$ cat config.mk
export PLATFORM = sky130hd
export DESIGN_NAME = mpu_hm_responder
export DESIGN_NICKNAME = d
export VERILOG_FILES = /design/src/rtl/mpu_hm_responder.sv
export SDC_FILE = /design/constraint.sdc
export NUM_CORES = 1
export LEC_CHECK = 0
export ABC_AREA = 1
export BUFFER_PORTS_ARGS = -buffer_cell sky130_fd_sc_hd__clkbuf_2
export CAP_MARGIN = 10
export CORE_ASPECT_RATIO = 1.25
export CORE_UTILIZATION = 59
export CTS_BUF_LIST = sky130_fd_sc_hd__clkbuf_8
export CTS_CLUSTER_SIZE = 28
export DETAILED_ROUTE_END_ITERATION = 10
export GPL_ROUTABILITY_DRIVEN = 0
export PLACE_DENSITY = 0.82
export SKIP_CTS_REPAIR_TIMING = 1
export SLEW_MARGIN = 10
export SYNTH_ARGS = -nofsm -noshare
export SYNTH_HDL_FRONTEND = slang
export SYNTH_SLANG_ARGS = --single-unit
$ cat constraint.sdc
create_clock -name sys_clk -period 2.56 [get_ports sys_clk]
set_input_delay 0.256 -clock sys_clk [delete_from_list [all_inputs] [get_ports sys_clk]]
set_output_delay 0.256 -clock sys_clk [all_outputs]
set_load 0.05 [all_outputs]
$ cat src/rtl/mpu_hm_responder.sv
// MPU host-memory responder: serves 64-bit reads from system memory as two
// 32-bit Wishbone read beats, with a single-entry doubleword hit buffer.
module mpu_hm_responder #(
   parameter int unsigned TIMEOUT = 255,  // per-beat ack wait limit, 1..255
   parameter bit          BUF_EN  = 1'b1  // 1 = hit buffer enabled
) (
   input  logic        sys_clk,
   input  logic        sys_rst,
   input  logic        hm_stb,
   input  logic [63:0] hm_addr,
   output logic [63:0] hm_data,
   output logic        hm_ack,
   output logic        hm_err,
   input  logic        flush,
   output logic [31:0] wbm_adr_o,
   input  logic [31:0] wbm_dat_i,
   output logic [3:0]  wbm_sel_o,
   output logic        wbm_cyc_o,
   output logic        wbm_stb_o,
   output logic        wbm_we_o,
   input  logic        wbm_ack_i,
   input  logic        wbm_err_i
);

   typedef enum logic [1:0] {StIdle, StRdLo, StRdHi, StResp} state_t;

   localparam logic [7:0] TimeoutCnt = 8'(TIMEOUT);

   state_t      r_state;
   logic [63:0] r_hm_data;
   logic        r_hm_ack;
   logic        r_hm_err;
   logic [31:0] r_adr;
   logic        r_cyc;
   logic [7:0]  r_cnt;
   logic [63:0] r_fetch;       // data staged for the next response
   logic        r_err;         // pending response is an error
   logic [28:0] r_req_tag;     // tag of the in-flight fetch
   logic        r_flush_pend;  // flush seen during the in-flight fetch
   logic        r_buf_valid;
   logic [28:0] r_buf_tag;
   logic [63:0] r_buf_data;

   logic        w_high;
   logic        w_hit;
   logic [7:0]  w_cnt_inc;
   logic        w_timeout;
   logic        w_unused_addr;

   // Request decode and per-beat timeout detection
   always_comb begin
      w_high        = |hm_addr[63:32];
      // A flush in the same cycle already invalidates the entry.
      w_hit         = BUF_EN && r_buf_valid && !flush && (hm_addr[31:3] == r_buf_tag);
      w_cnt_inc     = r_cnt + 8'd1;
      w_timeout     = (w_cnt_inc == TimeoutCnt);
      w_unused_addr = ^hm_addr[2:0];
   end

   // Responder FSM with registered host and Wishbone outputs plus hit buffer
   always_ff @(posedge sys_clk or negedge sys_rst) begin
      if (!sys_rst) begin
         r_state      <= StIdle;
         r_hm_data    <= '0;
         r_hm_ack     <= 1'b0;
         r_hm_err     <= 1'b0;
         r_adr        <= '0;
         r_cyc        <= 1'b0;
         r_cnt        <= '0;
         r_fetch      <= '0;
         r_err        <= 1'b0;
         r_req_tag    <= '0;
         r_flush_pend <= 1'b0;
         r_buf_valid  <= 1'b0;
         r_buf_tag    <= '0;
         r_buf_data   <= '0;
      end else begin
         r_hm_ack <= 1'b0;
         r_hm_err <= 1'b0;
         if (flush) begin
            r_buf_valid <= 1'b0;
         end
         unique case (r_state)
            StIdle: begin
               if (hm_stb) begin
                  if (w_high) begin
                     r_err   <= 1'b1;
                     r_state <= StResp;
                  end else if (w_hit) begin
                     r_err   <= 1'b0;
                     r_fetch <= r_buf_data;
                     r_state <= StResp;
                  end else begin
                     r_err        <= 1'b0;
                     r_req_tag    <= hm_addr[31:3];
                     r_adr        <= {hm_addr[31:3], 3'b000};
                     r_cyc        <= 1'b1;
                     r_cnt        <= '0;
                     r_flush_pend <= 1'b0;
                     r_state      <= StRdLo;
                  end
               end
            end
            StRdLo: begin
               if (flush) begin
                  r_flush_pend <= 1'b1;
               end
               if (wbm_err_i || (!wbm_ack_i && w_timeout)) begin
                  r_cyc   <= 1'b0;
                  r_err   <= 1'b1;
                  r_state <= StResp;
               end else if (wbm_ack_i) begin
                  r_fetch[31:0] <= wbm_dat_i;
                  r_adr         <= {r_adr[31:3], 3'b100};
                  r_cnt         <= '0;
                  r_state       <= StRdHi;
               end else begin
                  r_cnt <= w_cnt_inc;
               end
            end
            StRdHi: begin
               if (flush) begin
                  r_flush_pend <= 1'b1;
               end
               if (wbm_err_i || (!wbm_ack_i && w_timeout)) begin
                  r_cyc   <= 1'b0;
                  r_err   <= 1'b1;
                  r_state <= StResp;
               end else if (wbm_ack_i) begin
                  r_fetch[63:32] <= wbm_dat_i;
                  r_cyc          <= 1'b0;
                  r_buf_tag      <= r_req_tag;
                  r_buf_data     <= {wbm_dat_i, r_fetch[31:0]};
                  // Any flush during this fetch leaves the entry invalid.
                  if (BUF_EN && !flush && !r_flush_pend) begin
                     r_buf_valid <= 1'b1;
                  end
                  r_state <= StResp;
               end else begin
                  r_cnt <= w_cnt_inc;
               end
            end
            StResp: begin
               r_hm_ack  <= 1'b1;
               r_hm_err  <= r_err;
               r_hm_data <= r_err ? 64'd0 : r_fetch;
               r_state   <= StIdle;
            end
            default: r_state <= StIdle;
         endcase
      end
   end

   assign hm_data   = r_hm_data;
   assign hm_ack    = r_hm_ack;
   assign hm_err    = r_hm_err;
   assign wbm_adr_o = r_adr;
   assign wbm_cyc_o = r_cyc;
   assign wbm_stb_o = r_cyc;
   assign wbm_sel_o = 4'hF;
   assign wbm_we_o  = 1'b0;

endmodule

* Word-level counts from Yosys, hierarchy flattened
Index checks and enable logic that the tools add are counted.
Operators by class: add/subtract/negate cells 1, reductions and logical operators 26, multiplexer cells 53, bitwise logic cells 4, equality and inequality tests 19
Operators by type and width (count):
- two-way mux 64 bit | 4
- one-hot mux 32 bit (2 select lines) | 3
- two-way mux 32 bit | 5
- two-way mux 8 bit | 7
- OR reduction 32 bit | 1
- equality test 29 bit | 1
- one-hot mux 8 bit (3 select lines) | 1
- AND reduction 6 bit | 4
- two-way mux 1 bit | 20
- != test 2 bit, second input constant | 10
- two-way mux 2 bit | 7
- AND reduction 5 bit | 2
- AND reduction 3 bit | 3
- adder 8 x 1 -> 8 bit, second input constant | 1
- equality test 8 bit, second input constant | 1
- one-hot mux 2 bit (4 select lines) | 1
- AND reduction 7 bit | 1
- two-way mux 3 bit | 2
- != test 3 bit, second input constant | 2
- nonzero test 2 bit | 3
- equality test 2 bit, second input constant | 2
- logical AND 1 bit | 4
- != test 2 x 1 -> 1 bit, second input constant | 2
- NOT 1 bit | 4
- 9 further kinds | 12
Storage, ports and cells: word-level logic and storage cells 119, bits in registers 298, input port bits 102, output and inout bits 105

* Logic depth before layout (Yosys ltp)
Gate-level depths: netlist of the first run.
depth in word-level cells 7, mapped depth 15

* Worst setup path after synthesis of the first run
OpenSTA, ideal clock, no wires.
kind register to register, start reg r_state[1], end reg r_fetch[23], clock period less this slack 1.969 ns, cell stages (with the launch flop) 11, data required time 2.443 ns, data arrival time 1.852 ns, path slack 0.591 ns, path through dfrtp_1 inv_1 ha_1 clkbuf_1 nor2_1 or2_2 a21oi_4 nand2_4 buf_6 nand2_1 o21ai_2
Between the ends: cells in the longest elaborated chain, start to end 3, elaborated cells between the ends (all ways) 10, those cells by class eq/ne (6); mux (1); reduce/logical (3)
Ends and longest elaborated chain:
- from (decl) | RTL line 29 | state_t r_state;
- from (signal assigned) | RTL line 63 | r_state <= StIdle;
- from (signal assigned) | RTL line 88 | r_state <= StResp;
- from (signal assigned) | RTL line 92 | r_state <= StResp;
- equality test 2 x 1 -> 1 bit or zero test 2 bit (tied branches) | RTL line 83 | unique case (r_state)
- != test 2 bit (no line) or nonzero test 2 bit (tied branches)
- AND reduction 6 bit (no line)
- to (signal assigned) | RTL line 91 | r_fetch <= r_buf_data;
- to (signal assigned) | RTL line 113 | r_fetch[31:0] <= wbm_dat_i;
- to (decl) | RTL line 36 | logic [63:0] r_fetch;
Several ways; a longest one is shown, not always the timed one. A chain may end at the register's enable or synchronous reset.

* Worst setup path in the final report of the first run
start reg r_cnt[0], end reg r_buf_tag[16]
Between the ends: cells in the longest elaborated chain, start to end 6
Ends and longest elaborated chain:
- from (decl) | RTL line 35 | logic [7:0] r_cnt;
- from (signal assigned) | RTL line 118 | r_cnt <= w_cnt_inc;
- from (signal assigned) | RTL line 140 | r_cnt <= w_cnt_inc;
- adder 8 x 1 -> 8 bit | RTL line 55 | w_cnt_inc = r_cnt + 8'd1;
- equality test 8 bit | RTL line 56 | w_timeout = (w_cnt_inc == TimeoutCnt);
- logical AND 1 bit | RTL line 125 | if (wbm_err_i || (!wbm_ack_i && w_timeout)) begin
- logical OR 1 bit | RTL line 125
- NOT 1 bit (no line)
- AND reduction 3 bit (no line)
- to (signal assigned) | RTL line 132 | r_buf_tag <= r_req_tag;
- to (decl) | RTL line 41 | logic [28:0] r_buf_tag;
No other way between the ends.

==> results of run 1 <==
Yosys cell counts (2+ instances only):
cell / count
a21oi_1: 8
buf_1: 6
buf_2: 8
buf_4: 21
buf_6: 13
clkbuf_1: 38
conb_1: 2
dfrtp_1: 296
ha_1: 7
inv_1: 236
nand2_1: 434
nand2_4: 4
nand3_1: 46
nand3_2: 2
nand3b_1: 2
nand4_1: 3
nor2_1: 63
nor2_2: 2
o21a_1: 32
o21ai_0: 206
o21ai_1: 31
o21ai_2: 52
o22ai_1: 32
per-layer routing:
layer / wire length [µm] / vias to the layer above / track usage
li1: - / 5256 / -
met1: 13000 / 5138 / 0.358
met2: 15000 / 335 / 0.461
met3: 1500 / 82 / 0.0396
met4: 1170 / 0 / 0.111
met5: 0 / - / 0
flip-flops by register name (all words and copies together) (netlist names):
signal	cells
hm_data	64
r_buf_data	64
r_fetch	64
wbm_adr_o	30
r_buf_tag	29
r_req_tag	29
r_cnt	8
r_state	2
hm_ack	1
hm_err	1
r_buf_valid	1
r_err	1
r_flush_pend	1
wbm_cyc_o	1
power breakdown:
group	internal (µW)	total [µW]	leakage, µW	switching (µW)
Sequential	5740	6370	0.00377	631
Combinational	1750	5080	0.00376	3330
Clock	2210	4020	0.000533	1810
Total	9700	15500	0.00807	5770
tightest hold or removal path: stages:
cell and delay (ns):
clkbuf_2 0.10, nand2_1 0.06, o21ai_0 0.08
final timing paths:
| check | slack [ns] | from | to | cells past startpoint |
|---|---|---|---|---|
| max | 0.27 | r_cnt[0]$_DFFE_PN0P_ | r_buf_tag[16]$_DFFE_PN0P_ | 11 |
| min | -0.005 | hm_addr[6] | r_req_tag[3]$_DFFE_PN0P_ | 3 |
| max reg2reg | 0.27 | r_cnt[0]$_DFFE_PN0P_ | r_buf_tag[16]$_DFFE_PN0P_ | 11 |
| min reg2reg | 0.48 | r_err$_DFFE_PN0P_ | hm_err$_DFF_PN0_ | 2 |
| max in group asynchronous | 1.49 | sys_rst | r_fetch[54]$_DFFE_PN0P_ | 3 |
| min in group asynchronous | 0.34 | sys_rst | r_buf_tag[15]$_DFFE_PN0P_ | 2 |
layout make-up:
type                            instances  area share
Clock buffer                           61      0.0538
Clock inverter                         17     0.00634
Inverter                              238      0.0573
Multi-Input combinational cell        939       0.291
Sequential cell                       296       0.475
Tap cell                              283      0.0227
Timing Repair Buffer                  238      0.0940
cell families after synthesis:
family,Yosys count
other,2
adder cells (fa/ha/maj),7
AO/OA/AOI/OAI,365
AND/OR/NAND/NOR,560
flip-flops,296
buffers and inverters,324
through the flow:
| stage | setup slack, ns | util | power, µW | area (µm²) |
|---|---|---|---|---|
| after floorplan | 0.591 | - | 10300 | 13300 |
| after global routing | 0.0791 | 0.702 | 16500 | 15600 |
| after global placement | 0.378 | 0.656 | 11200 | 14600 |
| after CTS | 0.261 | 0.698 | 15500 | 15500 |
| final | 0.271 | 0.702 | 15500 | 15600 |
| after detailed placement | 0.296 | 0.656 | 11500 | 14600 |
==> out/results.tsv, run 1 <==
stage	metric	value	unit
run_status	status	finished with violations	
run_status	failing checks	hold timing	
global_routing	GRT overflow	0	
floorplanning	Core ar.	22200	µm²
critical_path	Worst EP arrival	2.71	ns
critical_path	Startpoint Class	flip-flop	
critical_path	max incr delay on CP	0.45	ns
layout	# diodes	0	
synth	post-synth top area cell	dfrtp_1	
synth	Synth Flop Type	dfrtp_1	
detailed_routing	Avg WL per Cell	14.8	µm
synth	post-synth top area share	0.556	
power	Static Leak	0.00807	µW
timing	Min Clock Period, post-route	2.29	ns
timing	Fmax achieved	437	MHz
clocking	Longest Clk Path Bufs	3	
synth	largest family of logic cells by synthesized area	simple AND/OR/NAND/NOR gates	
floorplanning	I/O Pins	207	
clocking	CTS clk-pin slew, worst paths	0.06	ns
detailed_routing	DR vias/cell	5.22	
timing	worst-margin pin slew	0.745	ns
detailed_routing	Initial DRT Pass Iterations	5	
synth	Post-Syn Instances	1554	
critical_path	Setup crit end kind	flip-flop	
clocking	Clock Latency Late Sink	0.55	ns
power	Pwr Density	992	nW/µm²
place	Placed Cells	1985	
floorplanning	initial core utilization	0.600	
clocking	total CTS buffers	45	
synth	Mean Syn Cell Area	8.57	µm²
floorplanning	die width	136	µm
critical_path	slowest cell on the critical path	dfrtp_1	
critical_path	Required @ worst endpoint	2.98	ns
floorplanning	Die ar.	23200	µm²
clocking	CTS root buffer	clkbuf_8	
synth	top post-synthesis cells by area	dfrtp_1 (56%), nand2_1 (12%), o21ai_0 (7.7%)	
synth	Seq/Total Area, Yosys	0.556	
critical_path	CP top delay family	simple AND/OR/NAND/NOR gates	
timing	period utilization	0.894	
timing	RSZ-0062 raised after global routing	false	
critical_path	Buf+Inv Stages, Crit Path	3	
timing	setup TNS	0	ns
clocking	CTS tree	done	
layout	NumNets Final	1867	
critical_path	Max FO, Critical Path	79	
synth	Unique masters post-synth	33	
synth	synthesis-stage register bit count	296	
clocking	clock sinks	296	
power	peak supply drop	592	µV
timing	worst hold slack	-0.00532	ns
synth	adder-cell share of the synthesized area	0.00658	
synth	Simple-Gate Fraction of Synth Area	0.169	
layout	commonest non-fill, non-tap cell in the layout	nand2_1	
detailed_routing	Final ANT Viol Nets	0	
timing	final hold violation count	1	
critical_path	CP cell instances	ha_1 -> nand2_1 -> inv_1 -> nand3_1 -> nand2_1 -> nor2_1 -> nand3_2 -> nand3b_4 -> buf_12 -> buf_12 -> o21ai_0	
global_routing	vias in the first global route	10500	
floorplanning	# rows	61	
detailed_routing	1st-iter DRT viols	785	
global_routing	first-pass GRT wire length	50600	µm
synth	Ys Warns	0	
layout	Area growth, synth to finish	17.1	%
synth	compound-gate portion of the synthesized area	0.162	
place	Post-DP HPWL	20700	µm
min_path	Hold Crit Class	primary input to flip-flop	
run	maxcap violations	0	
critical_path	Setup CP Type	flip-flop to flip-flop	
layout	multi-input logic area	4540	µm²
detailed_routing	Post-route DRC	0	
layout	fillers	1722	
synth	Post-Synthesis Cell Area	13300	µm²
layout	final cell count without fillers	2072	
synth	Post-synth ARST share	1.00	
floorplanning	chip height	170	µm
synth	Post-synth EDFFs	0	
global_routing	initial antenna violation count	0	
place	port bufs	196	
timing	Slew Limit Headroom	0.503	
layout	Register Area	7410	µm²
global_routing	largest net degree at the start of global routing	93	
layout	commonest cells after routing, fill and taps aside	nand2_1 (434), dfrtp_1 (296), inv_1 (247), o21ai_0 (206), clkbuf_2 (195)	
detailed_routing	total wire length	30700	µm
clocking	H-tree levels	2	
global_routing	Total Routing Usage GR	0.275	
timing	# setup viols final	0	
timing	Clock Skew	0.0296	ns
layout	fraction of layout cells with a size suffix above 1	0.203	
synth	mux share of post-synthesis cell area	0	
synth	xor and xnor fraction of the mapped netlist area	0	
detailed_routing	Vias	10800	
timing	Final Slew Violations	0	
(Power assumes the default switching activity.)
==> inputs of run 2 (changes only) <==
--- a/config.mk
+++ b/config.mk
@@ -5,7 +5,6 @@
 export SDC_FILE = /design/constraint.sdc
 export NUM_CORES = 1
 export LEC_CHECK = 0
-export ABC_AREA = 1
 export BUFFER_PORTS_ARGS = -buffer_cell sky130_fd_sc_hd__clkbuf_2
 export CAP_MARGIN = 10
 export CORE_ASPECT_RATIO = 1.25
@@ -14,7 +13,7 @@
 export CTS_CLUSTER_SIZE = 28
 export DETAILED_ROUTE_END_ITERATION = 10
 export GPL_ROUTABILITY_DRIVEN = 0
-export PLACE_DENSITY = 0.82
+export PLACE_DENSITY = 0.83
 export SKIP_CTS_REPAIR_TIMING = 1
 export SLEW_MARGIN = 10
 export SYNTH_ARGS = -nofsm -noshare
==> out/results.tsv, run 2 <==
stage	metric	value	unit	change
run_status	status	finished with violations		
run_status	failing checks	hold timing		
clocking	total CTS buffers	46		+2.2%
layout	commonest cells after routing, fill and taps aside	dfrtp_1 (295), mux2_2 (249), clkbuf_2 (195), o21ai_0 (100), inv_1 (84)		
critical_path	reg2reg end	r_cnt[7]$_DFFE_PN0P_		
place	port bufs	196		unchanged
synth	Post-synth ARST share	1.00		unchanged
synth	mux share of post-synthesis cell area	0.216		+0.216
critical_path	Buf+Inv Stages, Crit Path	0		-3
timing	Final Slew Violations	0		unchanged
detailed_routing	Final ANT Viol Nets	0		unchanged
critical_path	Setup CP Type	flip-flop to flip-flop		
global_routing	vias in the first global route	9112		-13%
critical_path	Startpoint Class	flip-flop		
detailed_routing	top routing layer in use	met4		
min_path	hold_sp	hm_addr[15]		
detailed_routing	met3 WL	1530	µm	+1.8%
detailed_routing	1st-iter DRT viols	377		-52%
power	Pwr Density	939	nW/µm²	-5.4%
layout	commonest non-fill, non-tap cell in the layout	dfrtp_1		
critical_path	max incr delay on CP	0.51	ns	+0.06 ns
synth	Ys Warns	0		unchanged
critical_path	flop2flop setup slack	0.1	ns	-0.18 ns
min_path	Hold Path Depth	3		unchanged
synth	post-synth top area share	0.565		+0.00860
synth	top post-synthesis cells by area	dfrtp_1 (56%), mux2_2 (21%), o21ai_0 (3.8%)		
layout	fraction of layout cells with a size suffix above 1	0.426		+0.222
place	dpl ws	-0.128	ns	-0.424 ns
timing	Final WS setup	0.0964	ns	-0.175 ns
critical_path	CP cell instances	ha_1 -> nand2b_1 -> a21bo_1 -> a21o_1 -> a41o_1 -> and2_4 -> or4_1 -> a22o_1		
critical_path	Max FO, Critical Path	6		-92%
global_routing	first-pass GRT wire length	46100	µm	-9.0%
timing	Min Clock Period, post-route	2.46	ns	+0.175 ns
floorplanning	chip height	169	µm	-0.75%
critical_path	Required @ worst endpoint	2.99	ns	about the same
timing	Clock Skew	0.0251	ns	-0.00446 ns
global_routing	GRT overflow	0		unchanged
floorplanning	Core ar.	21700	µm²	-2.3%
clocking	H-tree levels	2		unchanged
critical_path	Worst EP arrival	2.89	ns	+0.18 ns
critical_path	Setup crit end kind	flip-flop		
synth	xor and xnor fraction of the mapped netlist area	0.0200		+0.0200
critical_path	CP top delay family	compound AO/OA/AOI/OAI gates		
run	maxcap violations	0		unchanged
clocking	clock sinks	296		unchanged
detailed_routing	DRT met1 WL	12200	µm	-6.7%
global_routing	initial antenna violation count	0		unchanged
layout	Area growth, synth to finish	22.5	%	
timing	period utilization	0.962		+0.0684
critical_path	slowest cell on the critical path	or4_1		
synth	Mean Syn Cell Area	12.4	µm²	+45%
floorplanning	initial core utilization	0.604		+0.00487
timing	Fmax achieved	406	MHz	-7.1%
detailed_routing	total wire length	29400	µm	-4.3%
global_routing	largest net degree at the start of global routing	78		-16%
min_path	Hold Crit Class	primary input to flip-flop		
detailed_routing	met2 wire len	15100	µm	+0.69%
clocking	CTS root buffer	clkbuf_8		
detailed_routing	Avg WL per Cell	17.9	µm	+21%
timing	Slew Limit Headroom	0.568		+0.0651
synth	Seq/Total Area, Yosys	0.565		+0.00860
power	peak supply drop	575	µV	-2.7%
min_path	Hold Crit Endpoint	wbm_adr_o[15]$_DFFE_PN0P_		
synth	largest family of logic cells by synthesized area	multiplexers		
synth	Post-Synthesis Cell Area	13100	µm²	-1.5%
synth	compound-gate portion of the synthesized area	0.0564		-0.106
timing	# setup viols final	0		unchanged
floorplanning	die width	135	µm	-0.76%
synth	Simple-Gate Fraction of Synth Area	0.0908		-0.0782
critical_path	RR Startpoint	r_cnt[0]$_DFFE_PN0P_		
place	Post-DP HPWL	18400	µm	-11%
timing	final hold violation count	4		+3
synth	synthesis-stage register bit count	296		unchanged
floorplanning	# rows	60		-1.6%
synth	Post-Syn Instances	1056		-32%
floorplanning	I/O Pins	207		unchanged
power	Static Leak	0.00786	µW	-2.5%
layout	NumNets Final	1437		-23%
synth	Synth Flop Type	dfrtp_1		
synth	Post-synth EDFFs	0		unchanged
synth	list of most frequent post-synthesis cells	dfrtp_1 (296), mux2_2 (249), o21ai_0 (100)		
detailed_routing	Post-route DRC	0		unchanged
global_routing	Total Routing Usage GR	0.257		-0.0181
synth	post-synth top area cell	dfrtp_1		
timing	worst hold slack	-0.0184	ns	-0.0131 ns
synth	Unique masters post-synth	48		+45%
synth	most common cell in the netlist	dfrtp_1		
detailed_routing	Vias	9074		-16%
critical_path	Reg2Reg Depth	8		-3
clocking	CTS clk-pin slew, worst paths	0.07	ns	about the same
clocking	Longest Clk Path Bufs	3		unchanged
floorplanning	Die ar.	22800	µm²	-1.5%
clocking	CTS tree	done		
synth	adder-cell share of the synthesized area	0.00668		+0.000102
detailed_routing	Initial DRT Pass Iterations	6		+1
clocking	Clock Latency Late Sink	0.56	ns	about the same
detailed_routing	DR vias/cell	5.54		+6.1%
layout	# diodes	0		unchanged
timing	worst-margin pin slew	0.648	ns	-0.0976 ns
==> run 2: changes by cell type after synthesis, sizes merged, moves of 31 or more <==
cell	before	now
o21ai	289	102
nor2	66	15
nand3	48	7
nand3b	3	64
inv	237	71
nand2	439	38
o22ai	32	1
mux2	0	251
==> run 2: layer usage <==
metal,vias to the layer above,global-route usage
li1,4186,-
met1,4569,0.324
met2,274,0.443
met3,45,0.0509
met4,0,0.0806
met5,-,0
==> run 2: report_power, final <==
| part | total [µW] | switching [µW] | internal (µW) |
|---|---|---|---|
| combinational | 4800 | 2280 | 2520 |
| sequential | 6340 | 600 | 5740 |
| clock | 3940 | 1810 | 2130 |
==> run 2: how the worst max path moves through the flow <==
stage	endpoint	start	cells after the start	slack [ns]
floorplan	r_cnt[7]$_DFFE_PN0P_	r_cnt[0]$_DFFE_PN0P_	9	0.06
global placement	r_fetch[6]$_DFFE_PN0P_	hm_addr[24]	10	-0.09
detailed placement	r_fetch[2]$_DFFE_PN0P_	hm_addr[24]	10	-0.13
CTS	r_fetch[12]$_DFFE_PN0P_	r_buf_tag[21]$_DFFE_PN0P_	9	-0.12
global route	r_state[0]$_DFFE_PN0P_	r_cnt[2]$_DFFE_PN0P_	8	-0.05
finish	r_cnt[7]$_DFFE_PN0P_	r_cnt[0]$_DFFE_PN0P_	8	0.1
==> run 2: metrics by stage <==
stage                     power [µW]  setup TNS, ns  cell area [µm²]   util  instances
final                          15100              0            16100  0.741       1639
after global routing           15900        -0.0623            16100  0.741       1639
after CTS                      15100          -3.41            15600  0.719       1597
after detailed placement       11100          -3.34            14700  0.677       1517
after global placement         10800          -2.34            14700  0.677       1517
after floorplan                 9670              0            13100      -       1061
==> run 2: cell type report <==
type	instances	area (µm²)
clock buffer	61	840
clock inverter	19	86.3
fill	1340	5630
inverter	71	267
multi-input combinational	624	5210
sequential	296	7410
tap	279	349
timing repair buffer	289	1910
==> run 2: cells by family after synthesis <==
| kind of cell | after synthesis |
|---|---|
| mux | 252 |
| compound gates | 131 |
| other cells | 2 |
| buf+inv | 141 |
| fa+ha+maj | 7 |
| flops | 296 |
| xor+xnor | 30 |
| simple gates | 197 |
==> run 2: worst min-delay path: cells and delay by family <==
family                 cells  cell delay, ns
AOI/OAI and AO/OA          1            0.06
buffers and inverters      1            0.11
and+or+nand+nor            1            0.07
